## src/rtl/exec_fsm.sv

```systemverilog
`default_nettype none
// ============================================================================
// Module   : exec_fsm
// Purpose  : Execute/decode control FSM. It runs after the instruction fetch
//            FSM has placed the opcode in IR. It steps through the
//            MAR/MDR/memory/ACC/PC control strobes for one instruction, then
//            pulses done so the top level can start the next fetch.
// Ports    : clk, reset (async, active-low)
//            start, ir_op[OPW], zero, MFC                        -> inputs
//            busy, done, halted, illegal, mem_fault              -> status
//            ir_addr_enable, mar_load, mdr_load_mem, mdr_load_bus,
//            mdr_enable_bus, mem_EN, mem_RW, acc_load, acc_enable_bus,
//            alu_add, alu_sub, pc_load                           -> strobes
// Options  : `define EXEC_MFC_TIMEOUT_EN adds a watchdog on the memory wait
//            states. It aborts the instruction and raises mem_fault when
//            MFC_TIMEOUT cycles pass without MFC.
// Revision : 1.0 - initial release
// ============================================================================
module exec_fsm #(
    parameter int OPW         = 4,
    parameter int MFC_TIMEOUT = 16
) (
    input  logic           clk,
    input  logic           reset,
    input  logic           start,
    input  logic [OPW-1:0] ir_op,
    input  logic           zero,
    input  logic           MFC,
    output logic           busy,
    output logic           done,
    output logic           halted,
    output logic           illegal,
    output logic           mem_fault,
    output logic           ir_addr_enable,
    output logic           mar_load,
    output logic           mdr_load_mem,
    output logic           mdr_load_bus,
    output logic           mdr_enable_bus,
    output logic           mem_EN,
    output logic           mem_RW,
    output logic           acc_load,
    output logic           acc_enable_bus,
    output logic           alu_add,
    output logic           alu_sub,
    output logic           pc_load
);

    localparam logic [OPW-1:0] c_OP_NOP   = OPW'(0);
    localparam logic [OPW-1:0] c_OP_LOAD  = OPW'(1);
    localparam logic [OPW-1:0] c_OP_STORE = OPW'(2);
    localparam logic [OPW-1:0] c_OP_ADD   = OPW'(3);
    localparam logic [OPW-1:0] c_OP_SUB   = OPW'(4);
    localparam logic [OPW-1:0] c_OP_JMP   = OPW'(5);
    localparam logic [OPW-1:0] c_OP_JZ    = OPW'(6);
    localparam logic [OPW-1:0] c_OP_HALT  = OPW'(7);

    typedef enum logic [3:0] {
        S_IDLE     = 4'd0,
        S_DECODE   = 4'd1,
        S_ADDR2MAR = 4'd2,
        S_RD_START = 4'd3,
        S_RD_WAIT  = 4'd4,
        S_MDR2ACC  = 4'd5,
        S_ACC2MDR  = 4'd6,
        S_WR_START = 4'd7,
        S_WR_WAIT  = 4'd8,
        S_JUMP     = 4'd9,
        S_HALT     = 4'd10,
        S_DONE     = 4'd11
    } state_t;

    state_t         r_state;
    state_t         w_next;
    logic [OPW-1:0] r_op;
    logic           r_illegal;
    logic           w_set_illegal;
    logic           w_in_wait;
    logic           w_timeout;

    assign w_in_wait = (r_state == S_RD_WAIT) || (r_state == S_WR_WAIT);

`ifdef EXEC_MFC_TIMEOUT_EN
    localparam int CW = $clog2(MFC_TIMEOUT + 1);

    logic [CW-1:0] r_cnt;
    logic          r_mem_fault;

    // The counter reads 0 on the first wait cycle. When it reaches
    // MFC_TIMEOUT-1, the wait state has lasted MFC_TIMEOUT cycles. MFC is
    // checked first, so an MFC on that same cycle still completes normally.
    assign w_timeout = w_in_wait && (r_cnt == CW'(MFC_TIMEOUT - 1));
    assign mem_fault = r_mem_fault;

    always_ff @(posedge clk or negedge reset) begin
        if (!reset) begin
            r_cnt       <= '0;
            r_mem_fault <= 1'b0;
        end else begin
            r_cnt <= w_in_wait ? r_cnt + 1'b1 : '0;
            if (w_timeout && !MFC) begin
                r_mem_fault <= 1'b1;
            end
        end
    end
`else
    logic w_unused_timeout;

    assign w_unused_timeout = (MFC_TIMEOUT != 0);
    assign w_timeout        = 1'b0;
    assign mem_fault        = 1'b0;
`endif

    assign halted  = (r_state == S_HALT);
    assign illegal = r_illegal;

    always_ff @(posedge clk or negedge reset) begin
        if (!reset) begin
            r_state   <= S_IDLE;
            r_op      <= '0;
            r_illegal <= 1'b0;
        end else begin
            r_state <= w_next;
            if (r_state == S_DECODE) begin
                r_op <= ir_op;
            end
            if (r_state == S_IDLE && start) begin
                r_illegal <= 1'b0;
            end else if (w_set_illegal) begin
                r_illegal <= 1'b1;
            end
        end
    end

    always_comb begin
        w_next         = r_state;
        w_set_illegal  = 1'b0;
        busy           = 1'b0;
        done           = 1'b0;
        ir_addr_enable = 1'b0;
        mar_load       = 1'b0;
        mdr_load_mem   = 1'b0;
        mdr_load_bus   = 1'b0;
        mdr_enable_bus = 1'b0;
        mem_EN         = 1'b0;
        mem_RW         = 1'b0;
        acc_load       = 1'b0;
        acc_enable_bus = 1'b0;
        alu_add        = 1'b0;
        alu_sub        = 1'b0;
        pc_load        = 1'b0;

        case (r_state)
            S_IDLE: begin
                if (start) begin
                    busy   = 1'b1;
                    w_next = S_DECODE;
                end
            end
            S_DECODE: begin
                // The decision uses ir_op directly. r_op takes the value at
                // the end of this cycle and is used for the rest of the
                // instruction.
                busy = 1'b1;
                case (ir_op)
                    c_OP_NOP:   w_next = S_DONE;
                    c_OP_LOAD,
                    c_OP_STORE,
                    c_OP_ADD,
                    c_OP_SUB:   w_next = S_ADDR2MAR;
                    c_OP_JMP:   w_next = S_JUMP;
                    c_OP_JZ:    w_next = zero ? S_JUMP : S_DONE;
                    c_OP_HALT:  w_next = S_HALT;
                    default: begin
                        w_set_illegal = 1'b1;
                        w_next        = S_DONE;
                    end
                endcase
            end
            S_ADDR2MAR: begin
                busy           = 1'b1;
                ir_addr_enable = 1'b1;
                mar_load       = 1'b1;
                w_next         = (r_op == c_OP_STORE) ? S_ACC2MDR : S_RD_START;
            end
            S_RD_START: begin
                busy   = 1'b1;
                mem_EN = 1'b1;
                mem_RW = 1'b1;
                w_next = S_RD_WAIT;
            end
            S_RD_WAIT: begin
                busy   = 1'b1;
                mem_EN = 1'b1;
                mem_RW = 1'b1;
                if (MFC) begin
                    mdr_load_mem = 1'b1;
                    w_next       = S_MDR2ACC;
                end else if (w_timeout) begin
                    w_next = S_DONE;
                end
            end
            S_MDR2ACC: begin
                busy           = 1'b1;
                mdr_enable_bus = 1'b1;
                acc_load       = (r_op == c_OP_LOAD);
                alu_add        = (r_op == c_OP_ADD);
                alu_sub        = (r_op == c_OP_SUB);
                w_next         = S_DONE;
            end
            S_ACC2MDR: begin
                busy           = 1'b1;
                acc_enable_bus = 1'b1;
                mdr_load_bus   = 1'b1;
                w_next         = S_WR_START;
            end
            S_WR_START: begin
                busy   = 1'b1;
                mem_EN = 1'b1;
                w_next = S_WR_WAIT;
            end
            S_WR_WAIT: begin
                busy   = 1'b1;
                mem_EN = 1'b1;
                if (MFC || w_timeout) begin
                    w_next = S_DONE;
                end
            end
            S_JUMP: begin
                busy           = 1'b1;
                ir_addr_enable = 1'b1;
                pc_load        = 1'b1;
                w_next         = S_DONE;
            end
            S_HALT: begin
                w_next = S_HALT;
            end
            S_DONE: begin
                done   = 1'b1;
                w_next = S_IDLE;
            end
            default: begin
                w_next = S_IDLE;
            end
        endcase
    end

endmodule
`default_nettype wire

```

## config.mk

```make
export PLATFORM = sky130hd
export DESIGN_NAME = exec_fsm
export DESIGN_NICKNAME = d
export VERILOG_FILES = /design/src/rtl/exec_fsm.sv
export SDC_FILE = /design/constraint.sdc
export NUM_CORES = 1
export LEC_CHECK = 0
export CORE_UTILIZATION = 39
export DETAILED_ROUTE_END_ITERATION = 10
export GPL_TIMING_DRIVEN = 0
export HOLD_SLACK_MARGIN = 0.02
export PLACE_DENSITY = 0.74
export SETUP_SLACK_MARGIN = 0.1
export SLEW_MARGIN = 10
export SYNTH_ARGS = -nofsm -noshare
export SYNTH_HDL_FRONTEND = slang
export SYNTH_SLANG_ARGS = --single-unit
```

## constraint.sdc

```tcl
create_clock -name clk -period 1.3 [get_ports clk]
set_input_delay 0.195 -clock clk [delete_from_list [all_inputs] [get_ports clk]]
set_output_delay 0.195 -clock clk [all_outputs]
set_load 0.02 [all_outputs]
```

# ---- Word-level counts from Yosys, hierarchy flattened
# Index checks and enable logic that the tools add are counted.
# Widths: inputs -> output; s select.
dict set report totals {
  latchBits 0
  wordCells 66
  ramBits 0
  rom_bits 0
  ff_bits 9
  mem_count 0
  out_inout_bits 17
  input_bits 9
}
dict set report op_classes {
  add_sub_neg 0
  n_reduce_logical 12
  bitwise_logic 0
  mux 26
  order_cmp 0
  n_eq_ne 25
  n_mul 0
  shifts 0
  div_mod_pow 0
}
# operator count
set ops {}
lappend ops {{$pmux 4 s10} 1}
lappend ops {{$eq 4x3->1 const B} 9}
lappend ops {{$eq 4x2->1 const B} 6}
lappend ops {{$mux 1} 18}
lappend ops {{$eq 4x4->1 const B} 4}
lappend ops {{$pmux 4 s4} 1}
lappend ops {{$eq 4x1->1 const B} 3}
lappend ops {{$mux 4} 3}
lappend ops {{$reduce_or 9->1} 1}
lappend ops {{$logic_not 4->1} 2}
lappend ops {{$reduce_or 4->1} 2}
lappend ops {{$reduce_or 8->1} 1}
lappend ops {{$ne 2x2->1 const B} 3}
lappend ops {{$reduce_or 2->1} 3}
lappend ops {{$mux 3} 1}
lappend ops {{$reduce_and 3->1} 1}
lappend ops {{$mux 2} 1}
lappend ops {{$pmux 1 s2} 1}
lappend ops {{$reduce_bool 2->1} 1}
lappend ops {{$logic_and 1x1->1} 1}

# ---- Logic depth before layout (Yosys ltp)
# Gate-level depths: netlist of the first run.
dict set report depth {
  depth_word 6
  ltp_mapped 5
  mapped_depth_nobuf 4
}

# ---- Worst setup path after synthesis of the first run
# No wires, ideal clock.
dict set report synth_timing {
  path_kind {register to output}
  startpoint {reg r_state[3]}
  endpoint {out mdr_load_bus}
  t_arrival_ps 1398
  t_required_ps 1105
  path_buffers 3
  slack_ps -293
  path_stages_with_launch 6
  path_cell_list {dfrtp_1 > buf_2 > buf_1 > nand2b_1 > nor2_1 > buf_4}
}
dict set report synth_via {
  elab_chain_len 2
}
# element line_no
set synth_rtl {}
lappend synth_rtl {{from (decl)} 72} ;# state_t r_state;
lappend synth_rtl {{from (signal assigned)} 122} ;# r_state <= w_next;
lappend synth_rtl {{$eq 4x3->1} n/a}
lappend synth_rtl {{$mux 1} n/a}
lappend synth_rtl {{to (decl)} 37} ;# output logic mdr_load_bus,
# No other way between the ends.

# ---- Worst setup path after layout of the first run
dict set report layout_timing {
  startpoint {reg r_state[3]}
  endpoint {out alu_sub}
}
dict set report layout_via {
  elab_chain_len 2
}
# element line_no
set layout_rtl {}
lappend layout_rtl {{$eq 4x3->1} 152} ;# case (r_state)
lappend layout_rtl {{$mux 1} 152}
lappend layout_rtl {{to (decl)} 44} ;# output logic alu_sub,
# No other way between the ends.

==> results of run 1 <==
## power by group through the flow
| stage | Combinational [W] | Clock (W) | Sequential [W] |
|---|---|---|---|
| final | 0.00396 | 0.000254 | 0.000615 |
| after global placement | 0.00177 | 0 | 0.000576 |
| after CTS | 0.00277 | 0.000218 | 0.000573 |
| after global routing | 0.00406 | 0.000264 | 0.000617 |
| after floorplan | 0.00129 | 0 | 0.000553 |
| after detailed placement | 0.00179 | 0 | 0.000584 |
## logic make-up after synthesis
logic type	count (synthesis)
buffers and inverters	12
muxes	4
xor gates and xnor gates	1
other	1
and+or+nand+nor	40
DFF	9
AOI/OAI and AO/OA	23
## repair_timing
item	in CTS	in global routing
resized for setup	131	30
endpoints found under the hold margin	0	0
pin swaps	12	11
setup buffers	20	16
gates cloned	1	0
setup endpoints to repair	25	25
## area by class of cell
cell class,instances,area [um^2]
Tap cell,25,31.3
Sequential cell,9,228
Fill cell,32,63.8
Multi-Input combinational cell,69,672
Inverter,5,21.3
Buffer,7,71.3
Clock buffer,4,26.3
Timing Repair Buffer,60,594
## synthesized netlist by cell type, drive strengths merged, types with 3 or more instances
library cell,count
or3,5
a21oi,6
buf,6
o21ai,8
nand2b,7
nor2,9
nand2,5
mux2,4
o311ai,3
inv,5
nor3,6
dfrtp,9
## sequential cells by signal, summed over array words and instances, names as in the netlist
register	count
r_op	4
illegal	1
r_state	4
## stage by stage
step / hold slack [ns] / power, W / std cells
after CTS: 0.244 / 0.00356 / 164
after detailed placement: 0.523 / 0.00237 / 139
after floorplan: -0.101 / 0.00184 / 90
after global routing: 0.260 / 0.00495 / 179
final: 0.237 / 0.00483 / 179
after global placement: 0.512 / 0.00235 / 139
## worst paths after layout
check,from,endpoint,slack [ns]
max,r_state[3],alu_sub,-0.63
min,reset,r_state[3],0.24
max reg2reg,r_state[3],r_state[1],-0.37
min reg2reg,r_op[2],r_op[2],0.61
max in group asynchronous,reset,r_state[1],0.70
min in group clk,ir_op[1],r_op[1],0.49
## worst max-delay path, cell delays in order (launching register included)
cell and delay (ns):
dfrtp_1 0.38, buf_6 0.13, nor2b_4 0.15, nand2_2 0.09, or3_4 0.37, nor3b_4 0.19, buf_6 0.14
## layer usage
metal	wire length, um	track usage, %	vias up
met5	0	0	-
met4	185	9.70	0
met3	390	3.27	27
met2	2030	40.3	99
met1	1660	38.5	555
li1	-	-	448
==> flow_metrics.py, run 1 <==
metrics = {
    "status": {
        "status": "finished with violations",
        "violations": "negative setup slack",
    },
    "clock_tree": {
        "holdBufCountCts": 0,
        "clkTransAtPathRegs_ns": 0.08,
        "cts_buffers": 3,
        "cts_tree": "done",
        "clock-sinks": 9,
        "htreeDepth": 1,
        "clk_latency_ns": 0.28,
        "clockRootBuffer": "clkbuf_4",
        "clockBufferDepth": 2,
    },
    "layout": {
        "area_growth_pct": 131,
        "nets": 164,
        "final_common_cell": "buf_6",
        "drive_gt1_share_pct": 68.2,
        "layout_common_cells": "buf_6 (29), buf_4 (25), dfrtp_1 (7), clkdlybuf4s50_1 (7), nand2b_4 (5)",
        "diodes": 0,
        "finalInstanceArea_um2": 1640,
        "post-route-util_pct": 96.3,
    },
    "detailed_routing": {
        "dr_total_vias": 1129,
        "drtPass1Iterations": 4,
        "wl_um": 4260,
        "vias_per_cell": 6.31,
        "drt_iter0_markers": 75,
        "drcViolationCount": 0,
        "ant_nets": 0,
        "avgRoutedWirePerCell_um": 23.8,
    },
    "sta": {
        "max_freq_mhz": 517,
        "clock_skew_ns": 0.00713,
        "finalSetupViolCount": 24,
        "hold_viol": 0,
        "fin_crit_ns": 1.93,
        "rsz0062_at_grt": "true",
        "period_share_pct": 149,
        "slew_violations": 0,
        "worst_slack_ns": -0.632,
        "tns_ns": -9.11,
    },
    "pwr": {
        "switchingPower_w": 0.00222,
        "clock_power_share_pct": 5.3,
        "ir_worst_vdd_mv": 2.12,
        "p_per_area_nw_per_um2": 2940,
        "pwr-share-comb_pct": 82.0,
        "swShare_pct": 46.0,
        "p_leak_nw": 0.732,
        "p_int_w": 0.00261,
        "seqPwrFrac_pct": 12.7,
    },
    "yosys": {
        "synthSimpleGateAreaFrac_pct": 31.2,
        "synth_flop_cell": "dfrtp_1",
        "synth_nets": 99,
        "synth_xor_area_share_pct": 1.23,
        "yosysTopAreaCell": "dfrtp_1",
        "yosys.area_share.adder_pct": 0,
        "ys_ff_latch": 9,
        "synthArstFlopShare_pct": 100,
        "synth_top_family_by_area": "simple AND/OR/NAND/NOR gates",
        "yosys.area.top_type_share_pct": 31.7,
        "synth_cells": 90,
        "netlist_area_um2": 711,
        "synth_area_leaders": "dfrtp_1 (32%), mux2_2 (6.3%), nand2b_1 (6.2%)",
        "avgSynthCellArea_um2": 7.90,
        "synth_compound_area_share_pct": 21.1,
        "synth_edf_count": 0,
        "ys_warn_count": 0,
        "synth_mux_area_share_pct": 6.34,
        "yosysSeqAreaShare_pct": 31.7,
        "yosysUniqueCellTypes": 33,
    },
    "floorplan": {
        "coreArea_um2": 1710,
        "rows": 15,
        "die_x_um": 44.7,
        "io_pins": 26,
        "die-area_um2": 2000,
        "die_h_um": 44.7,
        "initial_core_util_pct": 41.6,
    },
    "global_route": {
        "grt_pass1_wl_um": 3880,
        "grt_overflow": 0,
        "grt_pass1_vias": 798,
        "antenna_found_initial": 0,
        "grtUsageTotal_pct": 26.5,
        "grt_max_degree": 11,
    },
    "critical_path": {
        "reg2reg_depth": 10,
        "critPathCaptureType": "output pin",
        "worstSetupPathType": "flop to output pin",
        "start_kind": "flop",
        "cp_max_fo": 3,
        "cp.required_ns": 1.11,
        "crit_arrival_ns": 1.74,
    },
    "placement": {
        "io_buffers": 24,
        "preCtsSetupSlack_ns": -0.833,
        "place.gp.congestion": 0.830,
        "dp_hpwl_um": 1300,
        "placed_area_um2": 1060,
    },
    "job": {
        "drv_cap": 0,
    },
    "hold_path": {
        "hp-class": "input pin to asynchronous set/reset pin",
    },
}
Note: power is estimated with default switching activity, not from simulation.
==> run 2, diff against run 1 <==
SLEW_MARGIN = not set   (was 10)
==> results of run 2 <==
The final DEF is identical to that of run 1; final timing and power are the same.
==> run 3, diff against run 2 <==
==> constraint.sdc (replaced) <==
create_clock -name clk -period 1.3 [get_ports clk]
set_input_delay 0.195 -clock clk [delete_from_list [all_inputs] [get_ports clk]]
set_output_delay 0.195 -clock clk [all_outputs]
set_load 0.05 [all_outputs]
==> run 3 against run 2 <==
The run now fails in global routing. Synthesized cell count is the same. Synthesized area unchanged.
==> flow_metrics.py, run 3 <==
metrics = {
    "sta": {
        "grt-worst-endpoint": "ir_addr_enable",
        "worstEpCategory": "primary output",
    },
    "floorplan": {
        "rows": 15,
        "initial_core_util_pct": 41.6,
        "io_pins": 26,
        "die_h_um": 44.7,
        "die_x_um": 44.7,
    },
    "yosys": {
        "ys_warn_count": 0,
        "synth_area_leaders": "dfrtp_1 (32%), mux2_2 (6.3%), nand2b_1 (6.2%)",
        "yosysSeqAreaShare_pct": 31.7,
        "netlist_area_um2": 711,
        "synth_nets": 99,
        "synthArstFlopShare_pct": 100,
        "ys_ff_latch": 9,
        "synth_edf_count": 0,
        "yosys.area.top_type_share_pct": 31.7,
        "yosysUniqueCellTypes": 33,
        "synth_commonest_cells": "dfrtp_1 (9), nor2_1 (9), nand2b_1 (7), o21ai_0 (7), a21oi_1 (6)",
        "synth_flop_cell": "dfrtp_1",
        "yosysTopAreaCell": "dfrtp_1",
        "avgSynthCellArea_um2": 7.90,
        "synth_cells": 90,
    },
    "clock_tree": {
        "htreeDepth": 1,
        "cts_buffers": 3,
        "clock-sinks": 9,
        "clockRootBuffer": "clkbuf_4",
        "holdBufCountCts": 0,
        "clockBufferDepth": 2,
    },
    "status": {
        "status": "aborted with a tool error",
        "error": "[ERROR DPL-0033] detailed placement checks failed during check placement.",
        "failing_step": "global routing",
    },
    "placement": {
        "io_buffers": 24,
        "dp_hpwl_um": 1440,
        "place.gp.congestion": 0.803,
        "place_inst": 139,
    },
    "global_route": {
        "antenna_found_initial": 0,
        "grt_max_degree": 11,
    },
}
[run 3: cell counts after synthesis]
No cell type changed its count.
[run 3: timing repair]
| item | in CTS |
|---|---|
| endpoints found under the hold margin | 0 |
| gates resized for setup | 142 |
| gates cloned | 0 |
| pin swaps | 5 |
| buffers inserted | 15 |
| endpoints found under the setup margin | 25 |
[run 3: logic make-up after synthesis]
family | synth area share, %
AOI/OAI and AO/OA | 21.1
xor gates and xnor gates | 1.23
buffers and inverters | 7.92
DFF | 31.7
muxes | 6.34
other | 0.528
and+or+nand+nor | 31.2
[run 3: metrics by stage]
stage | instance area, um^2 | hold WS, ns | setup slack, ns
2_1_floorplan | 861 | -0.101 | -0.429
3_3_place_gp | 1130 | 0.518 | -1.04
3_5_place_dp | 1130 | 0.516 | -1.05
4_1_cts | 1400 | 0.236 | -0.573
==> run 4, diff against run 3 <==
CORE_AREA = 2 2 63 65   (was not set)
CORE_UTILIZATION = not set   (was 39)
DIE_AREA = 0 0 65 67   (was not set)
HOLD_SLACK_MARGIN = not set   (was 0.02)
PLACE_DENSITY = not set   (was 0.74)
PLACE_DENSITY_LB_ADDON = 0.15   (was not set)
SETUP_SLACK_MARGIN = not set   (was 0.1)
clock period = 1.7 ns   (was 1.3 ns; I/O delays follow)
==> run 4 against run 3 <==
The flow now finishes, with violations (negative setup slack).
==> flow_metrics.py, run 4 (synthesized netlist as in run 1, its figures left out) <==
metrics = {
    "status": {
        "status": "finished with violations",
        "violations": "negative setup slack",
    },
    "pwr": {
        "p_per_area_nw_per_um2": 2070,
        "seqPwrFrac_pct": 15.0,
        "ir_worst_vdd_mv": 0.576,
        "p_int_w": 0.00149,
        "switchingPower_w": 0.00140,
        "swShare_pct": 48.4,
        "p_leak_nw": 0.616,
        "clock_power_share_pct": 8.7,
        "pwr-share-comb_pct": 76.3,
    },
    "detailed_routing": {
        "drtPass1Iterations": 4,
        "avgRoutedWirePerCell_um": 11.9,
        "dr_total_vias": 821,
        "wl_um": 2210,
        "drcViolationCount": 0,
        "vias_per_cell": 4.41,
        "drt_iter0_markers": 20,
        "ant_nets": 0,
    },
    "global_route": {
        "grt_pass1_wl_um": 3720,
        "grtUsageTotal_pct": 11.1,
        "grt_overflow": 0,
        "grt_pass1_vias": 784,
        "grt_max_degree": 11,
        "antenna_found_initial": 0,
    },
    "floorplan": {
        "coreArea_um2": 3610,
        "initial_core_util_pct": 19.7,
        "die_x_um": 65,
        "die-area_um2": 4360,
        "die_h_um": 67,
        "io_pins": 26,
        "rows": 22,
    },
    "layout": {
        "area_growth_pct": 95.4,
        "fillers": 377,
        "final_common_cell": "buf_4",
        "layout_common_cells": "buf_4 (20), buf_6 (16), dfrtp_1 (8), clkdlybuf4s50_1 (8), o21ai_0 (6)",
        "finalInstanceArea_um2": 1390,
        "nets": 148,
        "layout.cells.non_filler": 186,
        "diodes": 0,
        "drive_gt1_share_pct": 53.6,
    },
    "placement": {
        "place_inst": 162,
        "place.gp.congestion": 0.710,
        "dp_hpwl_um": 1550,
        "placed_area_um2": 1060,
        "io_buffers": 24,
    },
    "critical_path": {
        "crit_path_cell_trace": "nor2b_4 > nand2_4 > or3_4 > nor3b_4 > buf_6",
        "critPathCaptureType": "output pin",
        "crit_arrival_ns": 1.66,
        "critPathTopFamily": "simple AND/OR/NAND/NOR gates",
        "slowest_stage": "dfrtp_2",
        "worstSetupPathType": "flop to output pin",
        "cp_max_fo": 8,
        "slowest_delay_ns": 0.43,
        "cp.required_ns": 1.44,
        "start_kind": "flop",
        "cp.buffers_inverters": 1,
    },
    "sta": {
        "hold_viol": 0,
        "slew_violations": 0,
        "clock_skew_ns": 0.000281,
        "worst_slack_ns": -0.219,
        "slew_headroom_pct": 66.7,
        "tightest_slew_ns": 0.499,
        "fin_crit_ns": 1.92,
        "rsz0062_at_grt": "true",
        "finalSetupViolCount": 11,
        "max_freq_mhz": 521,
        "period_share_pct": 113,
    },
    "clock_tree": {
        "clockRootBuffer": "clkbuf_8",
        "htreeDepth": 1,
        "cts_tree": "done",
        "clkTransAtPathRegs_ns": 0.04,
        "cts_buffers": 3,
        "holdBufCountCts": 0,
        "clk_latency_ns": 0.23,
        "clock-sinks": 9,
        "clockBufferDepth": 2,
    },
    "hold_path": {
        "hp-class": "input pin to asynchronous set/reset pin",
    },
    "job": {
        "drv_cap": 0,
    },
}
run 4: worst paths after layout:
path                       startpoint  cells after the start  slack, ns    endpoint
setup reg to reg           r_state[3]                      5       0.11     r_op[1]
setup / recovery           r_state[2]                      5      -0.22     alu_sub
min in group clk              illegal                      2       0.54     illegal
max in group asynchronous       reset                      1       1.02  r_state[2]
hold / removal                  reset                      1       0.34     illegal
hold reg to reg               illegal                      2       0.54     illegal
run 4: cell type report:
class                      instances  area (um^2)  area share, %
inverter                           5         18.8           1.35
buffer                             7         58.8           4.23
multi-input combinational         69          566           40.7
sequential                         9          226           16.3
timing repair buffer              44          414           29.8
clock buffer                       4         45.0           3.24
tap                               48         60.1           4.32
run 4: per-layer routing:
layer / GRT usage, % / vias up / share of wire, %
met1: 14.0 / 375 / 46
met5: 0 / - / 0
met3: 1.86 / 4 / 5.8
met4: 4.79 / 0 / 1.3
li1: - / 416 / -
met2: 18.4 / 26 / 47
run 4: through the flow:
stage          total power, W  worst slack, ns  util, %  TNS (ns)  hold WS [ns]
4_1_cts               0.00247           -0.232     32.6    -0.592         0.358
5_1_grt               0.00310           -0.307     38.5     -1.94         0.372
2_1_floorplan         0.00155           -0.207        -    -0.455       -0.0406
6_report              0.00288           -0.219     38.5     -1.14         0.343
3_3_place_gp          0.00197           -0.732     29.3     -6.55         0.524
3_5_place_dp          0.00198           -0.731     29.3     -6.59         0.529
run 4: power by group through the flow:
stage          registers, W  clock network [W]  logic [W]
3_3_place_gp       0.000427                  0    0.00154
4_1_cts            0.000434           0.000261    0.00177
6_report           0.000433           0.000250    0.00220
2_1_floorplan      0.000425                  0    0.00113
3_5_place_dp       0.000427                  0    0.00155
5_1_grt            0.000453           0.000272    0.00238
run 4: repair_timing:
action | 4_1_cts | 5_1_grt
resized for setup | 107 | 35
setup endpoints to repair | 15 | 15
pin swaps | 3 | 8
cloned | 0 | 0
buffers inserted | 7 | 13
